`src/rtl/trip_interval_capture.sv`:
```
// Trip-sensor front end: synchronizes both trip inputs, measures edge-to-edge intervals per channel
// and hands completed pairs downstream over valid/ready. Optional macro TRIP_LOCKOUT_EN adds a post-edge lockout.
module trip_interval_capture #(
    parameter int CNT_W       = 32,
    parameter int SYNC_STAGES = 2,
    parameter int TIMEOUT     = 2000000,
    parameter int LOCKOUT     = 16
) (
    input  logic             clk,
    input  logic             reset,
    input  logic             tripone,
    input  logic             triptwo,
    input  logic             pair_ready,
    input  logic             clear_flags,
    output logic             pair_valid,
    output logic [CNT_W-1:0] count_one,
    output logic [CNT_W-1:0] count_two,
    output logic             overrun,
    output logic             timeout,
    output logic             saturated,
    output logic [1:0]       armed
);

    typedef enum logic {UNARMED, ARMED} chan_state_t;

    localparam logic [CNT_W-1:0] CNT_MAX   = '1;
    localparam logic [CNT_W-1:0] CNT_ONE   = CNT_W'(1);
    localparam logic [63:0]      TIMEOUT_W = 64'(TIMEOUT);

`ifdef TRIP_LOCKOUT_EN
    localparam int LOCK_LEN = LOCKOUT;
`else
    // Lockout disabled: the window collapses to zero and every edge is accepted.
    localparam int LOCK_LEN = 0 * LOCKOUT;
`endif
    localparam int LW = (LOCK_LEN > 0) ? $clog2(LOCK_LEN + 1) : 1;

    logic [1:0]                  trip_raw;
    logic [1:0][SYNC_STAGES-1:0] sync_q;
    logic [1:0]                  sync_prev;
    logic [1:0]                  edge_q;
    logic [1:0]                  accept;
    logic [1:0][LW-1:0]          lock_q;

    chan_state_t                 state_q [2];
    chan_state_t                 state_d [2];
    logic [1:0][CNT_W-1:0]       cnt_q, cnt_d;
    logic [1:0][CNT_W-1:0]       cap_q, cap_d;
    logic [1:0]                  done_q, done_d;
    logic [1:0]                  ovr_e, tmo_e, sat_e;
    logic                        xfer;

    assign trip_raw = {triptwo, tripone};

    // Synchronizer chain and registered rising-edge detector; a held level yields one pulse.
    always_ff @(posedge clk) begin
        if (reset) begin
            sync_q    <= '0;
            sync_prev <= '0;
            edge_q    <= '0;
            lock_q    <= '0;
        end else begin
            for (int i = 0; i < 2; i++) begin
                sync_q[i]    <= {sync_q[i][SYNC_STAGES-2:0], trip_raw[i]};
                sync_prev[i] <= sync_q[i][SYNC_STAGES-1];
                edge_q[i]    <= sync_q[i][SYNC_STAGES-1] & ~sync_prev[i];
                if (accept[i])
                    lock_q[i] <= LW'(LOCK_LEN);
                else if (lock_q[i] != '0)
                    lock_q[i] <= lock_q[i] - LW'(1);
            end
        end
    end

    always_comb begin
        for (int i = 0; i < 2; i++)
            accept[i] = edge_q[i] && (lock_q[i] == '0);
    end

    // A pair moves to the output slot once both channels hold a capture and the slot frees up.
    assign xfer = done_q[0] & done_q[1] & (~pair_valid | pair_ready);

    always_comb begin
        for (int i = 0; i < 2; i++) begin
            state_d[i] = state_q[i];
            cnt_d[i]   = cnt_q[i];
            cap_d[i]   = cap_q[i];
            done_d[i]  = xfer ? 1'b0 : done_q[i];
            ovr_e[i]   = 1'b0;
            tmo_e[i]   = 1'b0;
            sat_e[i]   = 1'b0;
            case (state_q[i])
                UNARMED: begin
                    if (accept[i]) begin
                        cnt_d[i]   = CNT_ONE;
                        state_d[i] = ARMED;
                    end
                end
                ARMED: begin
                    if (accept[i]) begin
                        // A capture landing in the transfer cycle replaces cleanly, no overrun.
                        cap_d[i]  = cnt_q[i];
                        done_d[i] = 1'b1;
                        cnt_d[i]  = CNT_ONE;
                        ovr_e[i]  = done_q[i] & ~xfer;
                    end else if (64'(cnt_q[i]) == TIMEOUT_W) begin
                        state_d[i] = UNARMED;
                        tmo_e[i]   = 1'b1;
                    end else if (cnt_q[i] != CNT_MAX) begin
                        cnt_d[i] = cnt_q[i] + CNT_ONE;
                        sat_e[i] = (cnt_q[i] == CNT_MAX - CNT_ONE);
                    end
                end
                default: state_d[i] = UNARMED;
            endcase
        end
    end

    always_ff @(posedge clk) begin
        if (reset) begin
            for (int i = 0; i < 2; i++)
                state_q[i] <= UNARMED;
            cnt_q  <= '0;
            cap_q  <= '0;
            done_q <= '0;
        end else begin
            for (int i = 0; i < 2; i++)
                state_q[i] <= state_d[i];
            cnt_q  <= cnt_d;
            cap_q  <= cap_d;
            done_q <= done_d;
        end
    end

    // Output slot and sticky flags; a new event wins over a coincident clear.
    always_ff @(posedge clk) begin
        if (reset) begin
            pair_valid <= 1'b0;
            count_one  <= '0;
            count_two  <= '0;
            overrun    <= 1'b0;
            timeout    <= 1'b0;
            saturated  <= 1'b0;
        end else begin
            if (xfer) begin
                count_one  <= cap_q[0];
                count_two  <= cap_q[1];
                pair_valid <= 1'b1;
            end else if (pair_valid && pair_ready) begin
                pair_valid <= 1'b0;
            end
            overrun   <= (|ovr_e) | (overrun   & ~clear_flags);
            timeout   <= (|tmo_e) | (timeout   & ~clear_flags);
            saturated <= (|sat_e) | (saturated & ~clear_flags);
        end
    end

    assign armed = {state_q[1] == ARMED, state_q[0] == ARMED};

endmodule

```
`config.mk`:
```
export PLATFORM = sky130hd
export DESIGN_NAME = trip_interval_capture
export DESIGN_NICKNAME = d
export VERILOG_FILES = /design/src/rtl/trip_interval_capture.sv
export SDC_FILE = /design/constraint.sdc
export NUM_CORES = 1
export LEC_CHECK = 0
export ABC_AREA = 1
export CORE_ASPECT_RATIO = 1.5
export CORE_UTILIZATION = 40
export CTS_BUF_LIST = sky130_fd_sc_hd__clkbuf_4 sky130_fd_sc_hd__clkbuf_8 sky130_fd_sc_hd__clkbuf_16
export DETAILED_ROUTE_END_ITERATION = 6
export GPL_TIMING_DRIVEN = 0
export PLACE_DENSITY_LB_ADDON = 0.05
export SYNTH_ARGS = -nofsm -noshare
export SYNTH_HDL_FRONTEND = slang
export SYNTH_SLANG_ARGS = --single-unit
export TNS_END_PERCENT = 10
```
`constraint.sdc`:
```
create_clock -name clk -period 2.58 [get_ports clk]
set_clock_uncertainty 0.1 [all_clocks]
set_input_delay 0.774 -clock clk [delete_from_list [all_inputs] [get_ports clk]]
set_output_delay 0.774 -clock clk [all_outputs]
set_load 0.02 [all_outputs]
```
# Yosys cells after proc, flatten, opt, wreduce, memory -nomap -nowiden
# Memory sizes are Yosys's and may differ from the RTL's.
# Cells that the tools add are included.
dict set report word_totals {
  ff_bits 208
  latch_bits 0
  ram_bits 2
  rom_bits 0
  in_bits 6
  output_inout_bits 70
  wordCells 120
  n_memories 1
}
# memory words width read_ports rd_ports_with_merged_regs write_ports line
set memory_table {}
lappend memory_table {state_q 2 1 2 0 2 45} ;# chan_state_t state_q [2];
dict set report classes {
  n_addsub 4
  multipliers 0
  div_mod_pow 0
  order_cmp 0
  eq_ne 12
  shifts 0
  n_mux 49
  bitwise 24
  reduce_logical 13
}
# op count
set ops {}
lappend ops {{32-bit two-way mux} 8}
lappend ops {{32-bit case mux with 2 select lines} 2}
lappend ops {{32-bit by 1-bit adder with 32-bit output, second input constant} 2}
lappend ops {{32-bit by 21-bit == test with 1-bit output, second input constant} 2}
lappend ops {{32-bit == test, second input constant} 2}
lappend ops {{32-bit inequality test, second input constant} 2}
lappend ops {{1-bit two-way mux} 37}
lappend ops {{1-bit AND} 9}
lappend ops {{1-bit inverter} 9}
lappend ops {{3-bit by 1-bit inequality test with 1-bit output, second input constant} 2}
lappend ops {{3-bit inequality test, second input constant} 2}
lappend ops {{1-bit bitwise OR} 6}
lappend ops {{3-bit AND reduction} 2}
lappend ops {{2-bit OR reduction} 3}
lappend ops {{3-bit OR reduction} 2}
lappend ops {{2-bit inequality test, second input constant} 2}
lappend ops {{1-bit case mux with 2 select lines} 2}
lappend ops {{2-bit AND reduction} 2}
lappend ops {{1-bit logical AND} 3}
lappend ops {{2-bit nonzero test} 1}
lappend ops {{1-bit subtractor, second input constant} 2}

# Logic depth before layout (Yosys ltp)
dict set report logic_depth {
  ltp_word 9
  ltp_mapped 14
  depth_no_buf 13
}

# Worst setup path before layout
# OpenSTA, ideal clock, no wires.
dict set report synth_path {
  path_type {input to register}
  from {in pair_ready}
  to {reg count_one[0]}
  setup_ps 128
  arrival_time_ps 1807
  t_required_ps 2352
  path_slack_ps 545
  stages 7
  path_buffers 2
  path_cell_list {inv_1 -> nand2_1 -> nand3_1 -> inv_1 -> clkbuf_1 -> clkbuf_1 -> a21oi_1}
}
dict set report synth_between {
  elab_chain_cells 2
}
# item line
set synth_rtl {}
lappend synth_rtl {{from (decl)} 13} ;# input logic pair_ready,
lappend synth_rtl {{1-bit bitwise OR} 81} ;# assign xfer = done_q[0] & done_q[1] & (~pair_valid | pair_ready);
lappend synth_rtl {{1-bit AND} 81}
lappend synth_rtl {{to (signal assigned)} 146} ;# count_one <= cap_q[0];
lappend synth_rtl {{to (decl)} 16} ;# output logic [CNT_W-1:0] count_one,
# Every way passes these cells.
# A chain may end at the register's enable or synchronous reset.

==> run_results.csv <==
group,metric,value,unit
outcome,status,"finished clean",
setup_path,cp_max_fo,4,
grt,grt_usage,0.256,
placement,hpwl,24.7,mm
placement,post-place-cells,1846,
yosys,synthMuxAreaShare,0,
cts,clkLatencyLatePin,510,ps
placement,io_buffers,74,
yosys,synth-warning-count,0,
setup_path,critical_path.max_stage_delay,650,ps
final_layout,diodes,0,
yosys,synth_top_family_by_area,"simple AND/OR/NAND/NOR gates",
final_layout,syn_to_final_growth,19.0,%
yosys,netlist_area,9950,sq um
route,antenna_left,0,
cts,cts_sinks,210,
final_layout,nets,1558,
grt,grt_pass1_wl,49.8,mm
grt,grt_pass1_vias,9384,
hold_path,hp-class,"reg2reg",
cts,cts_max_level,1,
route,via_per_inst,5.05,
cts,numCtsBuffers,22,
yosys,synthAdderAreaFrac,0.00755,
yosys,synth_cell_types,41,
power_and_ir_drop,p_per_area,563,nW/um^2
timing,tightest_slew,815,ps
route,wl_per_cell,16.8,microns
yosys,yosys_most_used_dff,"dfxtp_1",
final_layout,fillers,2634,
route,firstDrtPassIters,5,
grt,use_met3,0.0277,
yosys,synth-simple-area-share,0.317,
setup_path,crit_required,1710,ps
timing,setup_viol,0,
setup_path,crit_family,"buffers and inverters",
cts,cts_tree,"built",
setup_path,critPathLaunchType,"flop",
timing,period_share,0.960,
floorplan,die_h,195,microns
placement,place.gp.congestion,0.945,
final_layout,layout_common_cells,"289 x nand2_1, 210 x dfxtp_1, 194 x nor2_1, 148 x inv_1, 137 x a21oi_1",
timing,slew_violations,0,
cts,clockBufferDepth,3,
cts,cts_setup_buffers,0,
timing,fmax,404,MHz
power_and_ir_drop,ir_worst_vdd,0.000514,V
flow_run,drv_cap,0,
final_layout,drive_gt1_frac,0.0853,
setup_path,cp.buffers_inverters,1,
yosys,synth_edf_count,0,
timing,relSlewSlack,0.457,
setup_path,path_cells,"clkdlybuf4s50_1",
floorplan,ioPinCount,76,
floorplan,start_util,0.407,
yosys,synth_compound_area_frac,0.156,
yosys,synth_seq_area_share,0.423,
route,totalWireLength,31.7,mm
final_layout,layout_commonest_cell,"nand2_1",
power_and_ir_drop,finalPower,6660,uW
route,via_count,9514,
grt,grt-busiest-layer,"met2",
floorplan,die_w,131,microns
grt,grt_max_degree,15,
timing,period_needed,2480,ps
cts,clkTransAtPathRegs,70,ps
yosys,synth_top_area_cell,"dfxtp_1",
yosys,syn_inst,1447,
timing,rsz0062_at_grt,"no",
yosys,synth_area_leaders,"dfxtp_1 42%, nand2_1 11%, nor2_1 7.3%",
timing,hold_viol_final,0,
power_and_ir_drop,leakagePower,0.00426,uW
grt,use_met1,0.261,
final_layout,fin_cells,1884,
yosys,synth.avg_cell_area,6.87,sq um
grt,overflow,0,
setup_path,end_kind,"output port",
grt,use_met2,0.495,
grt,antenna_found_initial,0,
yosys,ys_seq_elements,210,
floorplan,design.die.area,25500,sq um
route,drc,0,
setup_path,path_class,"reg2out",
cts,root_buffer,"clkbuf_16",
floorplan,coreArea,24400,sq um
yosys,async_flop_share,0,
yosys,synth_top_area_share,0.423,
setup_path,crit_arrival,1600,ps
floorplan,rows,70,
yosys,synthXorXnorAreaFrac,0.00616,
setup_path,slowest_stage,"clkdlybuf4s50_1",
route,drtIter0Drc,579,
## path summary, 6_finish.rpt
kind	end	depth (start not counted)	from	slack, ps
setup reg to reg	cnt_q[30]	11	cnt_q[1]	250
hold / removal	edge_q[0]	1	sync_prev[0]	290
hold reg to reg	edge_q[0]	1	sync_prev[0]	290
setup / recovery	armed[0]	1	state_q[0][0]	100
## area by class of cell
class | instances | area, sq um | share of cell area
multi-input combinational | 1013 | 4840 | 0.409
sequential | 210 | 4200 | 0.355
timing repair buffer | 74 | 741 | 0.0626
clock buffer | 28 | 626 | 0.0529
inverter | 151 | 571 | 0.0482
tap | 324 | 405 | 0.0343
buffer | 74 | 348 | 0.0294
clock inverter | 10 | 93.8 | 0.00793
## cells by family (layout without fill, tap and decap cells)
group,after synthesis,count (layout)
adders and majority gates,6,6
and+or+nand+nor,707,707
buffers and inverters,225,337
other,1,2
DFF,210,210
AOI/OAI and AO/OA,291,291
xor gates and xnor gates,7,7
## synthesized netlist by cell type (7+ instances only)
library cell    n
a21oi_1       137
a21oi_2        21
clkbuf_1       58
dfxtp_1       210
inv_1         150
nand2_1       289
nand2_2        20
nand3_1       104
nand4_1        25
nor2_1        194
nor2_2         10
nor3_1         29
o21ai_0       125
xor2_1          7
## repair_timing
action                     CTS  global route
resized for setup            7             2
hold buffers                 0             0
gates cloned                 0             0
setup endpoints to repair   50            25
## sequential cells by signal (all words and copies together), names as in the netlist
register and count:
count_two 32, done_q 2, sync_prev 2, overrun 1, cap_q 64, edge_q 2, lock_q 2, state_q 2
timeout 1, saturated 1, cnt_q 64, sync_q 4, pair_valid 1, count_one 32
## per-stage QoR
stage | hold WS, ps | util | cell area (sq um) | setup TNS (ps) | worst slack (ps)
floorplan | 273 | - | 9950 | 0 | 545
global placement | 279 | 0.454 | 11100 | -52420 | -948
detailed placement | 283 | 0.454 | 11100 | -56400 | -1010
CTS | 293 | 0.484 | 11800 | 0 | 73.4
global route | 306 | 0.484 | 11800 | 0 | 29.5
finish | 293 | 0.484 | 11800 | 0 | 102
## report_power, final
group          switching (uW)  internal [uW]
Sequential               19.5           3260
Combinational             168           60.3
Clock                    1330           1830
Total                    1510           5150
## per-layer routing
layer  part of all wire  vias to the layer above
met5                  0                        -
met4              0.053                        0
met3              0.027                       71
met2               0.54                      169
met1               0.38                     4404
li1                   -                     4870
No activity file was read; power rests on OpenSTA's default activity.
